<file path="src/rtl/imm_encode_pkg.sv">
// Shared constants, state encoding and helpers for the immediate encode loader.
package imm_encode_pkg;

  localparam logic [2:0] IMM_U = 3'b000;
  localparam logic [2:0] IMM_I = 3'b001;
  localparam logic [2:0] IMM_S = 3'b010;
  localparam logic [2:0] IMM_B = 3'b011;
  localparam logic [2:0] IMM_J = 3'b100;

  localparam logic [2:0] ERR_NONE  = 3'd0;
  localparam logic [2:0] ERR_RANGE = 3'd1;
  localparam logic [2:0] ERR_ALIGN = 3'd2;
  localparam logic [2:0] ERR_SEL   = 3'd3;
  localparam logic [2:0] ERR_RT    = 3'd4;

  typedef enum logic [1:0] {
    IDLE = 2'd0,
    RUN  = 2'd1,
    DONE = 2'd2,
    ERR  = 2'd3
  } state_t;

  // True when bits [31:msb] of v are all equal, i.e. v fits a signed field ending at msb.
  function automatic logic sext_fits(input logic [31:0] v, input int unsigned msb);
    logic [31:0] t;
    t = 32'($signed(v) >>> msb);
    return (t == '0) || (t == '1);
  endfunction

endpackage

</file>
<file path="src/rtl/imm_field_pack.sv">
// Scatters an immediate into its RISC-V field positions and range/alignment checks it.
// ROUNDTRIP_CHECK_EN adds a decode-back comparison reported as ERR_RT.
module imm_field_pack
  import imm_encode_pkg::*;
(
  input  logic [31:0] base,
  input  logic [31:0] imm,
  input  logic [2:0]  immsel,
  output logic [31:0] word_c,
  output logic [2:0]  code_c
);

  logic [31:0] field;
  logic [2:0]  chk_code;

  always_comb begin
    field    = '0;
    chk_code = ERR_NONE;
    case (immsel)
      IMM_U: begin
        field = {imm[31:12], 12'b0};
        if (imm[11:0] != '0) chk_code = ERR_ALIGN;
      end
      IMM_I: begin
        field = {imm[11:0], 20'b0};
        if (!sext_fits(imm, 11)) chk_code = ERR_RANGE;
      end
      IMM_S: begin
        field = {imm[11:5], 13'b0, imm[4:0], 7'b0};
        if (!sext_fits(imm, 11)) chk_code = ERR_RANGE;
      end
      IMM_B: begin
        field = {imm[12], imm[10:5], 13'b0, imm[4:1], imm[11], 7'b0};
        if (!sext_fits(imm, 12))  chk_code = ERR_RANGE;
        else if (imm[0])          chk_code = ERR_ALIGN;
      end
      IMM_J: begin
        field = {imm[20], imm[10:1], imm[11], imm[19:12], 12'b0};
        if (!sext_fits(imm, 20))  chk_code = ERR_RANGE;
        else if (imm[0])          chk_code = ERR_ALIGN;
      end
      default: chk_code = ERR_SEL;
    endcase
  end

  assign word_c = base | field;

`ifdef ROUNDTRIP_CHECK_EN
  logic [31:0] dec;
  logic [31:0] want;

  // Re-extract the immediate the way the pipeline's immediate generator would.
  always_comb begin
    dec  = '0;
    want = imm;
    case (immsel)
      IMM_U: begin
        dec  = {word_c[31:12], 12'b0};
        want = {imm[31:12], 12'b0};
      end
      IMM_I: dec = {{20{word_c[31]}}, word_c[31:20]};
      IMM_S: dec = {{20{word_c[31]}}, word_c[31:25], word_c[11:7]};
      IMM_B: begin
        dec  = {{19{word_c[31]}}, word_c[31], word_c[7], word_c[30:25], word_c[11:8], 1'b0};
        want = {imm[31:1], 1'b0};
      end
      IMM_J: begin
        dec  = {{11{word_c[31]}}, word_c[31], word_c[19:12], word_c[20], word_c[30:21], 1'b0};
        want = {imm[31:1], 1'b0};
      end
      default: dec = imm;
    endcase
  end

  assign code_c = (chk_code == ERR_NONE && dec != want) ? ERR_RT : chk_code;
`else
  assign code_c = chk_code;
`endif

endmodule

</file>
<file path="src/rtl/imm_encode_loader.sv">
// Boot/test program loader: encodes (base, imm, ImmSel) records and writes them to instruction memory.
// Optional decode-back check enabled by ROUNDTRIP_CHECK_EN (see imm_field_pack).
module imm_encode_loader
  import imm_encode_pkg::*;
#(
  parameter int unsigned CNT_W     = 10,
  parameter int unsigned ADDR_STEP = 4
) (
  input  logic             clk,
  input  logic             rst,
  input  logic             start,
  input  logic [31:0]      base_addr,
  input  logic [CNT_W-1:0] count,
  input  logic             in_valid,
  output logic             in_ready,
  input  logic [2:0]       in_immsel,
  input  logic [31:0]      in_imm,
  input  logic [31:0]      in_base,
  output logic             mem_we,
  input  logic             mem_ready,
  output logic [31:0]      mem_addr,
  output logic [31:0]      mem_wdata,
  output logic             busy,
  output logic             done,
  output logic             err,
  output logic [2:0]       err_code,
  output logic [CNT_W-1:0] err_idx
);

  state_t state, state_d;

  logic [CNT_W-1:0] cnt_r, acc_cnt, wr_cnt;
  logic [31:0]      nxt_addr;

  logic             s1_v;
  logic [31:0]      s1_word, s1_addr;
  logic [2:0]       s1_code;
  logic [CNT_W-1:0] s1_idx;

  logic [31:0] pk_word;
  logic [2:0]  pk_code;

  logic start_acc, in_fire, s2_free, s1_adv, s1_fail, wr_fire, last_wr;

  imm_field_pack u_pack (
    .base   (in_base),
    .imm    (in_imm),
    .immsel (in_immsel),
    .word_c (pk_word),
    .code_c (pk_code)
  );

  assign start_acc = start && (state == IDLE || state == ERR);
  assign s2_free   = !mem_we || mem_ready;
  assign s1_adv    = (state == RUN) && s1_v && (s1_code == ERR_NONE) && s2_free;
  assign s1_fail   = (state == RUN) && s1_v && (s1_code != ERR_NONE);
  assign wr_fire   = mem_we && mem_ready;
  assign last_wr   = wr_fire && (wr_cnt == cnt_r - CNT_W'(1));
  assign in_ready  = (state == RUN) && (acc_cnt < cnt_r) && (!s1_v || s1_adv);
  assign in_fire   = in_valid && in_ready;

  always_ff @(posedge clk or posedge rst) begin
    if (rst) state <= IDLE;
    else     state <= state_d;
  end

  always_comb begin
    state_d = state;
    case (state)
      IDLE, ERR: if (start) state_d = (count == '0) ? DONE : RUN;
      RUN: begin
        if (s1_fail)      state_d = ERR;
        else if (last_wr) state_d = DONE;
      end
      DONE:    state_d = IDLE;
      default: state_d = IDLE;
    endcase
  end

  // Run bookkeeping, S1/S2 pipeline and registered status outputs.
  always_ff @(posedge clk or posedge rst) begin
    if (rst) begin
      cnt_r     <= '0;
      acc_cnt   <= '0;
      wr_cnt    <= '0;
      nxt_addr  <= '0;
      s1_v      <= 1'b0;
      s1_word   <= '0;
      s1_addr   <= '0;
      s1_code   <= ERR_NONE;
      s1_idx    <= '0;
      mem_we    <= 1'b0;
      mem_addr  <= '0;
      mem_wdata <= '0;
      busy      <= 1'b0;
      done      <= 1'b0;
      err       <= 1'b0;
      err_code  <= ERR_NONE;
      err_idx   <= '0;
    end else begin
      if (start_acc) begin
        cnt_r    <= count;
        acc_cnt  <= '0;
        wr_cnt   <= '0;
        nxt_addr <= base_addr;
        err_code <= ERR_NONE;
        err_idx  <= '0;
      end else begin
        if (in_fire) begin
          acc_cnt  <= acc_cnt + CNT_W'(1);
          nxt_addr <= nxt_addr + 32'(ADDR_STEP);
        end
        if (wr_fire) wr_cnt <= wr_cnt + CNT_W'(1);
        if (s1_fail) begin
          err_code <= s1_code;
          err_idx  <= s1_idx;
        end
      end

      // A failing record is dropped from S1 instead of advancing.
      if (s1_fail) begin
        s1_v <= 1'b0;
      end else if (in_fire) begin
        s1_v    <= 1'b1;
        s1_word <= pk_word;
        s1_code <= pk_code;
        s1_addr <= nxt_addr;
        s1_idx  <= acc_cnt;
      end else if (s1_adv) begin
        s1_v <= 1'b0;
      end

      if (s2_free) begin
        mem_we <= s1_adv;
        if (s1_adv) begin
          mem_addr  <= s1_addr;
          mem_wdata <= s1_word;
        end
      end

      busy <= (state_d == RUN);
      done <= (state_d == DONE);
      err  <= (state_d == ERR);
    end
  end

endmodule
</file>
<file path="config.mk">
export PLATFORM = sky130hd
export DESIGN_NAME = imm_encode_loader
export DESIGN_NICKNAME = d
export VERILOG_FILES = /design/src/rtl/imm_encode_pkg.sv /design/src/rtl/imm_field_pack.sv /design/src/rtl/imm_encode_loader.sv
export SDC_FILE = /design/constraint.sdc
export NUM_CORES = 1
export LEC_CHECK = 0
export ABC_AREA = 1
export BUFFER_PORTS_ARGS = -buffer_cell sky130_fd_sc_hd__buf_2
export CORE_UTILIZATION = 50
export DETAILED_ROUTE_END_ITERATION = 8
export GPL_TIMING_DRIVEN = 0
export PLACE_DENSITY = 0.85
export SLEW_MARGIN = 10
export SYNTH_ARGS = -nofsm -noshare
export SYNTH_HDL_FRONTEND = slang
export SYNTH_SLANG_ARGS = --single-unit
</file>
<file path="constraint.sdc">
create_clock -name clk -period 7.65 [get_ports clk]
set_input_delay 1.53 -clock clk [delete_from_list [all_inputs] [get_ports clk]]
set_output_delay 1.53 -clock clk [all_outputs]
set_load 0.005 [all_outputs]
</file>
# Word level (Yosys, flattened, before mapping)
# Cells that the tools add are included.
# word_totals
register_bits	223
in_bits	114
output_inout_bits	82
elab_cells	99
# classes
n_addsub	4
magnitude_cmp	1
n_eq_ne	14
mux	25
n_bitwise	2
n_reduce_logical	35
# op_table
operator	count
case mux 32 bit (5 select lines)	1
equality test 32 bit (second input constant)	3
logical NOT 32 bit	3
2-to-1 mux 32 bit	2
2-to-1 mux 10 bit	6
adder 32 x 3 -> 32 bit (second input constant)	1
bitwise OR 32 bit	1
adder 10 x 1 -> 10 bit (second input constant)	2
2-to-1 mux 2 bit	7
case mux 3 bit (4 select lines)	1
nonzero test 12 bit	1
equality test 10 bit	1
logical AND 1 bit	10
logical NOT 10 bit	1
less-than comparator 10 bit	1
subtractor 10 x 1 -> 10 bit (second input constant)	1
2-to-1 mux 3 bit	3
equality test 2 bit (second input constant)	4
equality test 3 x 2 -> 1 bit (second input constant)	2
logical NOT 3 bit	2
logical OR 1 bit	6
case mux 2 bit (3 select lines)	1
nonzero test 2 bit	3
nonzero test 3 bit	2
9 further kinds	16

# Depth between registers and ports, before layout
# Gate-level depths: netlist (run 1).
# depth
depth_word	9
depth_mapped	15

# Modules after synthesis
# Synthesis (run 1) repeated with hierarchy kept, for this count alone.
# unflattened
hier_cells	1415
hier_area_um2	11141.9
# modules_own_cells
module	instances	cells_per_inst	area_each_um2	seq_area_each_um2
imm_encode_loader	1	1264	10356.2	5580.4
imm_field_pack	1	151	785.8	0.0

# Worst setup path before layout (run 1)
# Ideal clock, no wire load.
# synth_timing
path_kind	input -> output
start	in mem_ready
end	out in_ready
t_arrival_ps	2006
t_required_ps	6120
path_slack_ps	4114
path_stages	6
n_path_buf	0
path_cell_list	inv_1 nand2_1 nand3_1 nand2_1 nand2_1 inv_1
# synth_between
elab_chain_cells	4
# synth_rtl
item	line_no	rtl
start, declared	imm_encode_loader.sv:20	input logic mem_ready,
logical OR 1 bit	imm_encode_loader.sv:54	assign s2_free = !mem_we || mem_ready;
logical AND 1 bit	imm_encode_loader.sv:55	assign s1_adv = (state == RUN) && s1_v && (s1_code == ERR_NONE) && s2_free;
logical OR 1 bit	imm_encode_loader.sv:59	assign in_ready = (state == RUN) && (acc_cnt < cnt_r) && (!s1_v || s1_adv);
logical AND 1 bit	imm_encode_loader.sv:59	
end, declared	imm_encode_loader.sv:15	output logic in_ready,
# No other way between the ends.

# Worst setup path after layout (run 1)
# Same ends and word-level chain as after synthesis.

==> flow_metrics.py, run 1 <==
metrics = {
    "drt": {
        "finalWirelength_um": 30000,
        "drt-pass1-iter-count": 9,
        "wire_per_inst_um": 16.9,
        "drc": 0,
        "vias_per_cell": 5.40,
        "vias": 9566,
        "ant_nets": 0,
        "drt_iter0_markers": 632,
    },
    "global_routing": {
        "grt_overflow": 0,
        "grt_pass1_vias": 9336,
        "grt_max_degree": 79,
        "antenna_found_initial": 0,
        "grt_usage_pct": 27.6,
        "grt_pass1_wl_um": 47500,
    },
    "layout": {
        "antenna_cells": 0,
        "final_cell_mix": "nand2_1, dfrtp_1, buf_2, o21ai_0, inv_1",
        "drive_gt1_share_pct": 22.0,
        "syn_to_final_growth_pct": 20.9,
        "layout_commonest_cell": "nand2_1",
        "nets": 1605,
    },
    "sta": {
        "hold-worst-slack_ns": 0.481,
        "period_minus_slack_ns": 4.01,
        "max_slew.worst_pin.slew_ns": 0.738,
        "setup_slack_ns": 3.64,
        "hold_viol_final": 0,
        "clock.fmax_ghz": 0.249,
        "rsz0062_at_grt": "false",
        "fin_crit_sh_pct": 52.5,
        "slew_headroom_pct": 50.8,
        "fin_skew_ns": 0.0129,
        "setup_viol": 0,
        "slew_viol_final": 0,
    },
    "floorplanning": {
        "std_cell_rows": 53,
        "die_x_um": 148,
        "io_pins": 196,
        "die_area_um2": 22000,
        "coreArea_um2": 21000,
        "die_h_um": 148,
        "start_util_pct": 50.9,
    },
    "placement": {
        "routabilityCongestion": 1.01,
        "pre_cts_ws_ns": 3.63,
        "numPortBuffers": 194,
        "dpl.hpwl_um": 22100,
    },
    "setup_path": {
        "crit_fanout": 5,
        "cp.arrival_ns": 2.48,
        "critPathLaunchType": "input port",
        "worstSetupPathType": "input port to output pin",
        "critPathCaptureType": "output pin",
        "critPathLaunch": "mem_ready",
        "worstPathRequired_ns": 6.12,
        "regToRegStartpoint": "state[0]",
    },
    "cts": {
        "path_clk_slew_ns": 0.06,
        "cts_root_buf": "clkbuf_16",
        "h-tree-depth": 1,
        "clk_latency_ns": 0.51,
        "clockBufferDepth": 3,
        "cts_sinks": 221,
        "cts_made_buffers": 24,
        "cts_setup_buffers": 0,
        "hold_buffers": 0,
        "tritoncts": "yes",
        "cts_resized": 0,
    },
    "yosys": {
        "async_flop_share_pct": 100,
        "synth_area_um2": 10700,
        "synth_seq_area_share_pct": 51.7,
        "ys_warn_count": 0,
        "synth_seq_cells": 221,
        "synth.distinct_cells": 48,
        "synth_edf_count": 0,
        "synth_ff_type": "dfrtp_1",
        "syn_area_per_cell_um2": 8.53,
        "syn_inst": 1255,
        "synth_fp_nets": 1383,
    },
    "power": {
        "p_leak_nw": 6.51,
        "peakVddDrop_mv": 0.196,
        "power_density_nw_per_um2": 388,
    },
    "hold_path": {
        "hold_class": "register to register",
        "min_from": "s1_addr[31]",
    },
    "job": {
        "cap_viol_max_count": 0,
    },
    "run_status": {
        "outcome": "finished clean",
    },
}
-- through the flow --
step	power [mW]	util (%)	instances	area [um2]	TNS (ns)
global placement	3.69	57.2	1724	12000	-472.33
detailed placement	3.78	57.4	1726	12100	0
global route	5.38	61.6	1770	12900	0
CTS	5.03	61.6	1770	12900	0
floorplan	3.09	-	1255	10700	0
finish	5.02	61.6	1770	12900	0
-- synthesized netlist by cell type, types with 4 or more instances --
library cell,instances,area (um2)
a21oi_1,33,165
a221oi_1,4,35.0
a31oi_1,4,25.0
buf_1,4,15.0
buf_2,12,60.1
buf_6,7,78.8
clkbuf_1,22,82.6
dfrtp_1,221,5530
ha_1,14,175
inv_1,140,526
mux2_2,44,495
nand2_1,310,1160
nand2_2,5,31.3
nand3_1,48,240
nand4_1,23,144
nor2_1,80,300
nor2_2,7,43.8
nor3_1,20,100
nor3b_1,4,30.0
nor4_1,6,37.5
o21ai_0,145,726
o21ai_1,45,225
o22ai_1,6,37.5
xor2_1,19,166
-- path summary, 6_finish.rpt --
check	cells after the start	endpoint	slack, ns
hold / removal	2	s1_addr[31]	0.48
hold reg to reg	2	s1_addr[31]	0.48
min in group asynchronous	2	mem_wdata[16]	1.06
setup reg to reg	7	nxt_addr[2]	5.13
max in group asynchronous	3	cnt_r[6]	5.83
setup / recovery	8	in_ready	3.64
-- per-layer routing --
layer | global-route usage (%) | vias to the layer above | wire, um
li1 | - | 4558 | -
met1 | 36.8 | 4565 | 12800
met2 | 46.4 | 403 | 14200
met3 | 4.33 | 40 | 2330
met4 | 8.30 | 0 | 680
met5 | 0 | - | 0
-- flip-flops by register name, summed over array words and instances (netlist names), 10 cells and up --
register,count
wr_cnt,10
s1_addr,32
acc_cnt,10
s1_word,32
cnt_r,10
s1_idx,10
mem_addr,32
mem_wdata,32
nxt_addr,32
err_idx,10
-- critical path: stages --
cell and delay [ns]:
buf_2 0.10, inv_1 0.04, nand2_1 0.10, nand3_1 0.20
nand2_1 0.23, nand2_1 0.12, inv_1 0.06, buf_2 0.10
-- cell families (layout without fill, tap and decap cells) --
| group | Yosys count | in the layout | share of synthesized area (%) |
|---|---|---|---|
| XOR/XNOR | 21 | 21 | 1.72 |
| buffers and inverters | 191 | 431 | 7.45 |
| AO/OA/AOI/OAI | 247 | 247 | 12.1 |
| AND/OR/NAND/NOR | 515 | 515 | 20.6 |
| flip-flops | 221 | 221 | 51.7 |
| other | 1 | 1 | 0.0350 |
| multiplexers | 45 | 45 | 4.72 |
| adder cells (fa/ha/maj) | 14 | 14 | 1.64 |
-- area by class of cell --
class / instances / area [um2]
buffer: 49 / 264
clock buffer: 35 / 753
clock inverter: 9 / 110
fill: 1799 / 8080
inverter: 142 / 541
multi-input combinational: 843 / 4370
sequential: 221 / 5530
tap: 275 / 344
timing repair buffer: 196 / 1030
-- power by group --
part           switching [mW]  internal (mW)
Combinational            1.15          0.704
Clock                   0.473          0.753
Sequential              0.304           1.64
No activity file was read; power rests on OpenSTA's default activity.
==> inputs of run 2 (changes only) <==
--- a/config.mk
+++ b/config.mk
@@ -5,7 +5,7 @@
 export SDC_FILE = /design/constraint.sdc
 export NUM_CORES = 1
 export LEC_CHECK = 0
-export ABC_AREA = 1
+export ABC_AREA = 0
 export BUFFER_PORTS_ARGS = -buffer_cell sky130_fd_sc_hd__buf_2
 export CORE_UTILIZATION = 50
 export DETAILED_ROUTE_END_ITERATION = 8
==> constraint.sdc (replaced) <==
create_clock -name clk -period 3.4 [get_ports clk]
set_input_delay 0.68 -clock clk [delete_from_list [all_inputs] [get_ports clk]]
set_output_delay 0.68 -clock clk [all_outputs]
set_load 0.005 [all_outputs]
==> run 2 against run 1 <==
Against the previous run:
- critical path depth unchanged
- critical endpoint unchanged
- sequential power up 120%
- routed wire length down 6.2%
- clock-buffer cell count down 2
- first-iteration DRC count down 8.1%
- clock power up 130%
- combinational power up 75%
- non-clock buffer count up 11
- setup slack worse by 3.5 ns
- via count down 6.6%
- final area down 2.0%
- highest routed layer unchanged
==> flow_metrics.py, run 2 <==
metrics = {
    "yosys": {
        "syn_inst": 1067,
        "yosysMostFrequentCell": "nand2_1",
        "synth_ff_type": "dfrtp_1",
        "synth_edf_count": 0,
        "synth_fp_nets": 1195,
        "synthTopCellsByArea": "dfrtp_1, nand2_1, mux2_2",
        "async_flop_share_pct": 100,
        "synth_top_area_share_pct": 53.2,
        "ys_warn_count": 0,
        "synth.distinct_cells": 58,
        "synth_common_cells": "nand2_1, dfrtp_1, mux2_2",
        "synth_seq_area_share_pct": 53.2,
        "yosys.area.top_type": "dfrtp_1",
        "synth_seq_cells": 221,
        "syn_area_per_cell_um2": 9.75,
        "synth_area_um2": 10400,
    },
    "global_routing": {
        "grt_pass1_vias": 9079,
        "grt_usage_pct": 26.5,
        "grt_pass1_wl_um": 45300,
        "grt_max_degree": 40,
        "antenna_found_initial": 1,
        "grt_overflow": 0,
    },
    "floorplanning": {
        "coreArea_um2": 20300,
        "die_area_um2": 21400,
        "start_util_pct": 51.2,
        "die_h_um": 146,
        "io_pins": 196,
        "die_x_um": 146,
        "std_cell_rows": 52,
    },
    "cts": {
        "cts_root_buf": "clkbuf_16",
        "h-tree-depth": 1,
        "path_clk_slew_ns": 0.06,
        "cts_sinks": 221,
        "tritoncts": "yes",
        "clockBufferDepth": 3,
        "cts_resized": 2,
        "cts_setup_buffers": 0,
        "hold_buffers": 0,
        "clk_latency_ns": 0.53,
        "cts_made_buffers": 24,
    },
    "layout": {
        "seq_area_um2": 5530,
        "nets": 1418,
        "syn_to_final_growth_pct": 22.0,
        "fin_util_pct": 62.5,
        "drive_gt1_share_pct": 25.5,
        "final_cell_mix": "nand2_1, dfrtp_1, buf_2, mux2_2, o21ai_0",
        "finalNonFillerCells": 1577,
        "layout_commonest_cell": "nand2_1",
        "multi_input_area_um2": 4540,
        "nFillCells": 1644,
    },
    "sta": {
        "setup_viol": 0,
        "period_minus_slack_ns": 3.28,
        "slew_headroom_pct": 40.7,
        "hold_viol_final": 0,
        "fin_crit_sh_pct": 96.5,
        "rsz0062_at_grt": "false",
        "slew_viol_final": 0,
        "clock.fmax_ghz": 0.305,
        "setup_slack_ns": 0.118,
        "fin_skew_ns": 0.0247,
        "max_slew.worst_pin.slew_ns": 0.886,
    },
    "setup_path": {
        "worstPathRequired_ns": 2.72,
        "crit_fanout": 10,
        "worstSetupPathType": "register to output pin",
        "cp_slowest_cell": "dfrtp_1",
        "critPathCaptureType": "output pin",
        "reg2reg_depth": 10,
        "crit_path_frequent_cell": "clkbuf_2",
        "crit_path_cell_trace": "inv_1, ha_1, o21ai_0, a21oi_1, clkbuf_2, clkbuf_2, a21oi_2, buf_2",
        "max_stage_delay_ns": 0.41,
        "path_depth": 8,
        "cp.arrival_ns": 2.60,
        "timing.critical_path.max_delay_family": "buffers and inverters",
        "critPathLaunchType": "register",
        "cp_num_buf_inv": 4,
    },
    "job": {
        "cap_viol_max_count": 0,
    },
    "placement": {
        "numPortBuffers": 192,
        "placed_cells": 1535,
        "routabilityCongestion": 0.926,
        "pre_cts_ws_ns": 0.197,
        "dpl.hpwl_um": 20700,
    },
    "drt": {
        "drt-pass1-iter-count": 5,
        "drt_iter0_markers": 581,
        "drc": 0,
        "vias_per_cell": 5.66,
        "wire_per_inst_um": 17.8,
        "finalWirelength_um": 28100,
        "vias": 8930,
        "ant_nets": 0,
    },
    "run_status": {
        "outcome": "finished clean",
    },
    "hold_path": {
        "hold_class": "input port to asynchronous set/reset pin",
    },
    "power": {
        "p_leak_nw": 6.16,
        "power_density_nw_per_um2": 817,
        "peakVddDrop_mv": 0.350,
    },
}
==> run 2: cell types whose count changed after synthesis, sizes merged, moves of 16 or more <==
| cell | before | now |
|---|---|---|
| clkbuf | 23 | 48 |
| nor2 | 89 | 57 |
| nand2 | 315 | 265 |
| a21oi | 33 | 50 |
| o21ai | 190 | 66 |
| nor3 | 21 | 5 |
| nand3 | 51 | 32 |
| a211oi | 1 | 21 |
| inv | 142 | 26 |
| xnor2 | 2 | 37 |
| mux2 | 44 | 66 |
==> run 2: routing by layer <==
layer  vias up  global-route usage, %  part of all wire [%]
met5         -                      0                     0
met4         0                   9.38                   3.3
met3        83                   4.47                   7.7
met2       409                   45.6                    49
met1      4300                   33.6                    40
li1       4138                      -                     -
==> run 2: kinds of logic after synthesis <==
logic type | synth area share, %
adders and majority gates | 1.68
DFF | 53.2
and+or+nand+nor | 18.5
muxes | 7.63
buffers and inverters | 3.16
xor gates and xnor gates | 4.13
AOI/OAI and AO/OA | 11.7
other | 0.0361
==> run 2: area by class of cell <==
cell class                 count  area share, %
sequential                   221           43.6
multi-input combinational    761           35.8
timing repair buffer         198           8.52
clock buffer                  33           5.63
tap                          270           2.66
buffer                        58           1.82
clock inverter                 9           1.12
inverter                      26          0.799
antenna                        1         0.0197
==> run 2: path summary, 6_finish.rpt <==
kind,from,end,slack (ns)
max in group asynchronous,rst,mem_wdata[21],2.17
setup reg to reg,cnt_r[7],s1_addr[26],0.37
min in group clk,in_base[1],s1_word[1],0.35
setup / recovery,cnt_r[5],in_ready,0.12
hold / removal,rst,mem_addr[13],0.19
hold reg to reg,s1_addr[18],s1_addr[18],0.47
==> run 2: report_power, final <==
group	internal, mW	switching, mW	leakage, nW	total (mW)
Combinational	1.33	1.90	2.89	3.23
Clock	1.70	1.07	0.418	2.77
Sequential	3.62	0.736	2.84	4.36
Total	6.65	3.71	6.16	10.4
==> run 2: stage by stage <==
step                power, mW  setup TNS (ns)  hold WS (ns)  area [um2]
floorplan                6.29          -35.82         0.439       10400
global placement         7.36         -295.24         0.454       11700
detailed placement       7.57               0         0.459       11800
CTS                      10.4               0         0.183       12700
global route             11.0               0         0.209       12700
finish                   10.4               0         0.186       12700
==> inputs of run 3 (changes only) <==
--- a/config.mk
+++ b/config.mk
@@ -11,7 +11,10 @@
 export DETAILED_ROUTE_END_ITERATION = 8
 export GPL_TIMING_DRIVEN = 0
 export PLACE_DENSITY = 0.85
+export RECOVER_POWER = 100
+export SKIP_LAST_GASP = 1
 export SLEW_MARGIN = 10
 export SYNTH_ARGS = -nofsm -noshare
 export SYNTH_HDL_FRONTEND = slang
 export SYNTH_SLANG_ARGS = --single-unit
+export TNS_END_PERCENT = 20
==> run 3 against run 2 <==
Against the previous run:
- the flow now finishes with violations (max-capacitance violations, max-slew violations)
- non-clock buffer count unchanged
- combinational power decreased by 2%
- final area decreased by 1.1%
- sequential power about the same
- register-to-register slack got worse by 0.07 ns
- global-route usage unchanged
- setup slack improved by 0.0011 ns
==> flow_metrics.py, run 3 (synthesis results as in run 2) <==
metrics = {
    "cts": {
        "cts_sinks": 221,
        "clockBufferDepth": 3,
        "h-tree-depth": 1,
        "cts_root_buf": "clkbuf_16",
        "clk_latency_ns": 0.53,
        "tritoncts": "yes",
        "path_clk_slew_ns": 0.06,
        "cts_made_buffers": 24,
    },
    "floorplanning": {
        "die_x_um": 146,
        "die_h_um": 146,
        "std_cell_rows": 52,
        "io_pins": 196,
        "die_area_um2": 21400,
        "start_util_pct": 51.2,
        "coreArea_um2": 20300,
    },
    "layout": {
        "design_area_um2": 12500,
        "syn_to_final_growth_pct": 20.6,
        "nFillCells": 1677,
        "multi_input_area_um2": 4510,
        "finalNonFillerCells": 1577,
        "layout_commonest_cell": "nand2_1",
        "seq_area_um2": 5530,
        "final_cell_mix": "nand2_1, dfrtp_1, buf_2, clkbuf_1, mux2_2",
        "drive_gt1_share_pct": 22.3,
        "nets": 1418,
    },
    "drt": {
        "vias_per_cell": 5.67,
        "drt-pass1-iter-count": 5,
        "wire_per_inst_um": 17.8,
        "finalWirelength_um": 28000,
        "vias": 8943,
        "drt_iter0_markers": 576,
        "ant_nets": 0,
        "drc": 0,
    },
    "placement": {
        "placedInstanceArea_um2": 11800,
        "numPortBuffers": 192,
        "dpl.hpwl_um": 20700,
        "routabilityCongestion": 0.926,
        "pre_cts_ws_ns": 0.197,
        "placed_cells": 1535,
    },
    "power": {
        "switching_share_pct": 35.9,
        "p_clk_share_pct": 26.9,
        "power_density_nw_per_um2": 820,
        "power.switching_mw": 3.69,
        "power_mw": 10.3,
        "combPwrFrac_pct": 30.6,
        "p_seq_share_pct": 42.4,
        "p_int_mw": 6.59,
        "peakVddDrop_mv": 0.350,
        "p_leak_nw": 5.99,
    },
    "global_routing": {
        "antenna_found_initial": 1,
        "grt_max_degree": 40,
        "grt_pass1_wl_um": 45300,
        "grt_overflow": 0,
        "grt_usage_pct": 26.5,
        "grt_pass1_vias": 9079,
    },
    "hold_path": {
        "hold_class": "input port to asynchronous set/reset pin",
    },
    "sta": {
        "slew_headroom_pct": -26.6,
        "setup_viol": 0,
        "setup_slack_ns": 0.119,
        "rsz0062_at_grt": "false",
        "max_slew.worst_pin.slew_ns": 1.90,
        "fin_crit_sh_pct": 96.5,
        "hold-worst-slack_ns": 0.281,
        "hold_viol_final": 0,
        "slew_viol_final": 34,
        "fin_skew_ns": 0.0233,
        "period_minus_slack_ns": 3.28,
        "clock.fmax_ghz": 0.305,
    },
    "setup_path": {
        "critPathCaptureType": "output pin",
        "critPathLaunchType": "register",
        "crit_fanout": 19,
        "worstPathRequired_ns": 2.72,
        "worstSetupPathType": "register to output pin",
        "cp.arrival_ns": 2.60,
    },
    "run_status": {
        "outcome": "finished with violations",
        "violations": "max-capacitance violations, max-slew violations",
    },
    "job": {
        "cap_viol_max_count": 1,
    },
}
-- run 3: worst paths after layout --
path                                end  slack (ns)        start  depth (start not counted)
setup / recovery               in_ready        0.12     cnt_r[3]                          8
hold / removal              mem_addr[7]        0.28          rst                          2
setup reg to reg            s1_addr[26]        0.30     state[1]                         11
hold reg to reg             s1_addr[18]        0.47  s1_addr[18]                          2
max in group asynchronous  mem_addr[22]        0.57          rst                          5
min in group clk             s1_word[1]        0.35   in_base[1]                          3
-- run 3: power by group through the flow --
| stage | Sequential [mW] | Combinational [mW] | Clock (mW) |
|---|---|---|---|
| after floorplan | 4.22 | 2.06 | 0 |
| after global placement | 4.32 | 3.04 | 0 |
| after detailed placement | 4.38 | 3.19 | 0 |
| after CTS | 4.36 | 3.23 | 2.81 |
| after global routing | 4.49 | 3.51 | 2.93 |
| final | 4.36 | 3.15 | 2.77 |
-- run 3: area by class of cell --
type,instances,share of cell area [%]
flip-flops and latches,221,44.1
multi-input cells,761,36.0
repair buffers,198,7.79
clock buffers,33,5.70
well taps,270,2.69
plain buffers,58,1.84
clock inverters,9,1.14
inverters,26,0.788
diodes,1,0.0199
-- run 3: per-layer routing --
layer,track usage [%],routed length [um],up-vias,share of wire [%]
li1,-,-,4147,-
met1,33.6,11200,4316,40
met2,45.6,13900,407,49
met3,4.47,2170,73,7.7
met4,9.38,831,0,3.0
met5,0,0,-,0
-- run 3: timing repair --
| item | 4_1_cts | 5_1_grt |
|---|---|---|
| hold buffers | 0 | 0 |
| resized for setup | 2 | 2 |
| setup endpoints to repair | 1 | 1 |
| buffers inserted | 0 | 0 |
| hold endpoints to repair | 0 | 0 |
-- run 3: critical path, cell delays in order (launching register included) --
cell and delay [ns]:
dfrtp_1 0.44, inv_1 0.11, ha_1 0.33, a211o_1 0.30, a21oi_1 0.10, o21ai_1 0.15
buf_2 0.27, a21oi_2 0.24, buf_2 0.15
-- run 3: stage by stage --
step	TNS, ns	util, %
6_report	0	61.8
4_1_cts	0	62.5
2_1_floorplan	-35.82	-
3_5_place_dp	0	58.2
3_3_place_gp	-295.24	57.6
5_1_grt	0	61.8
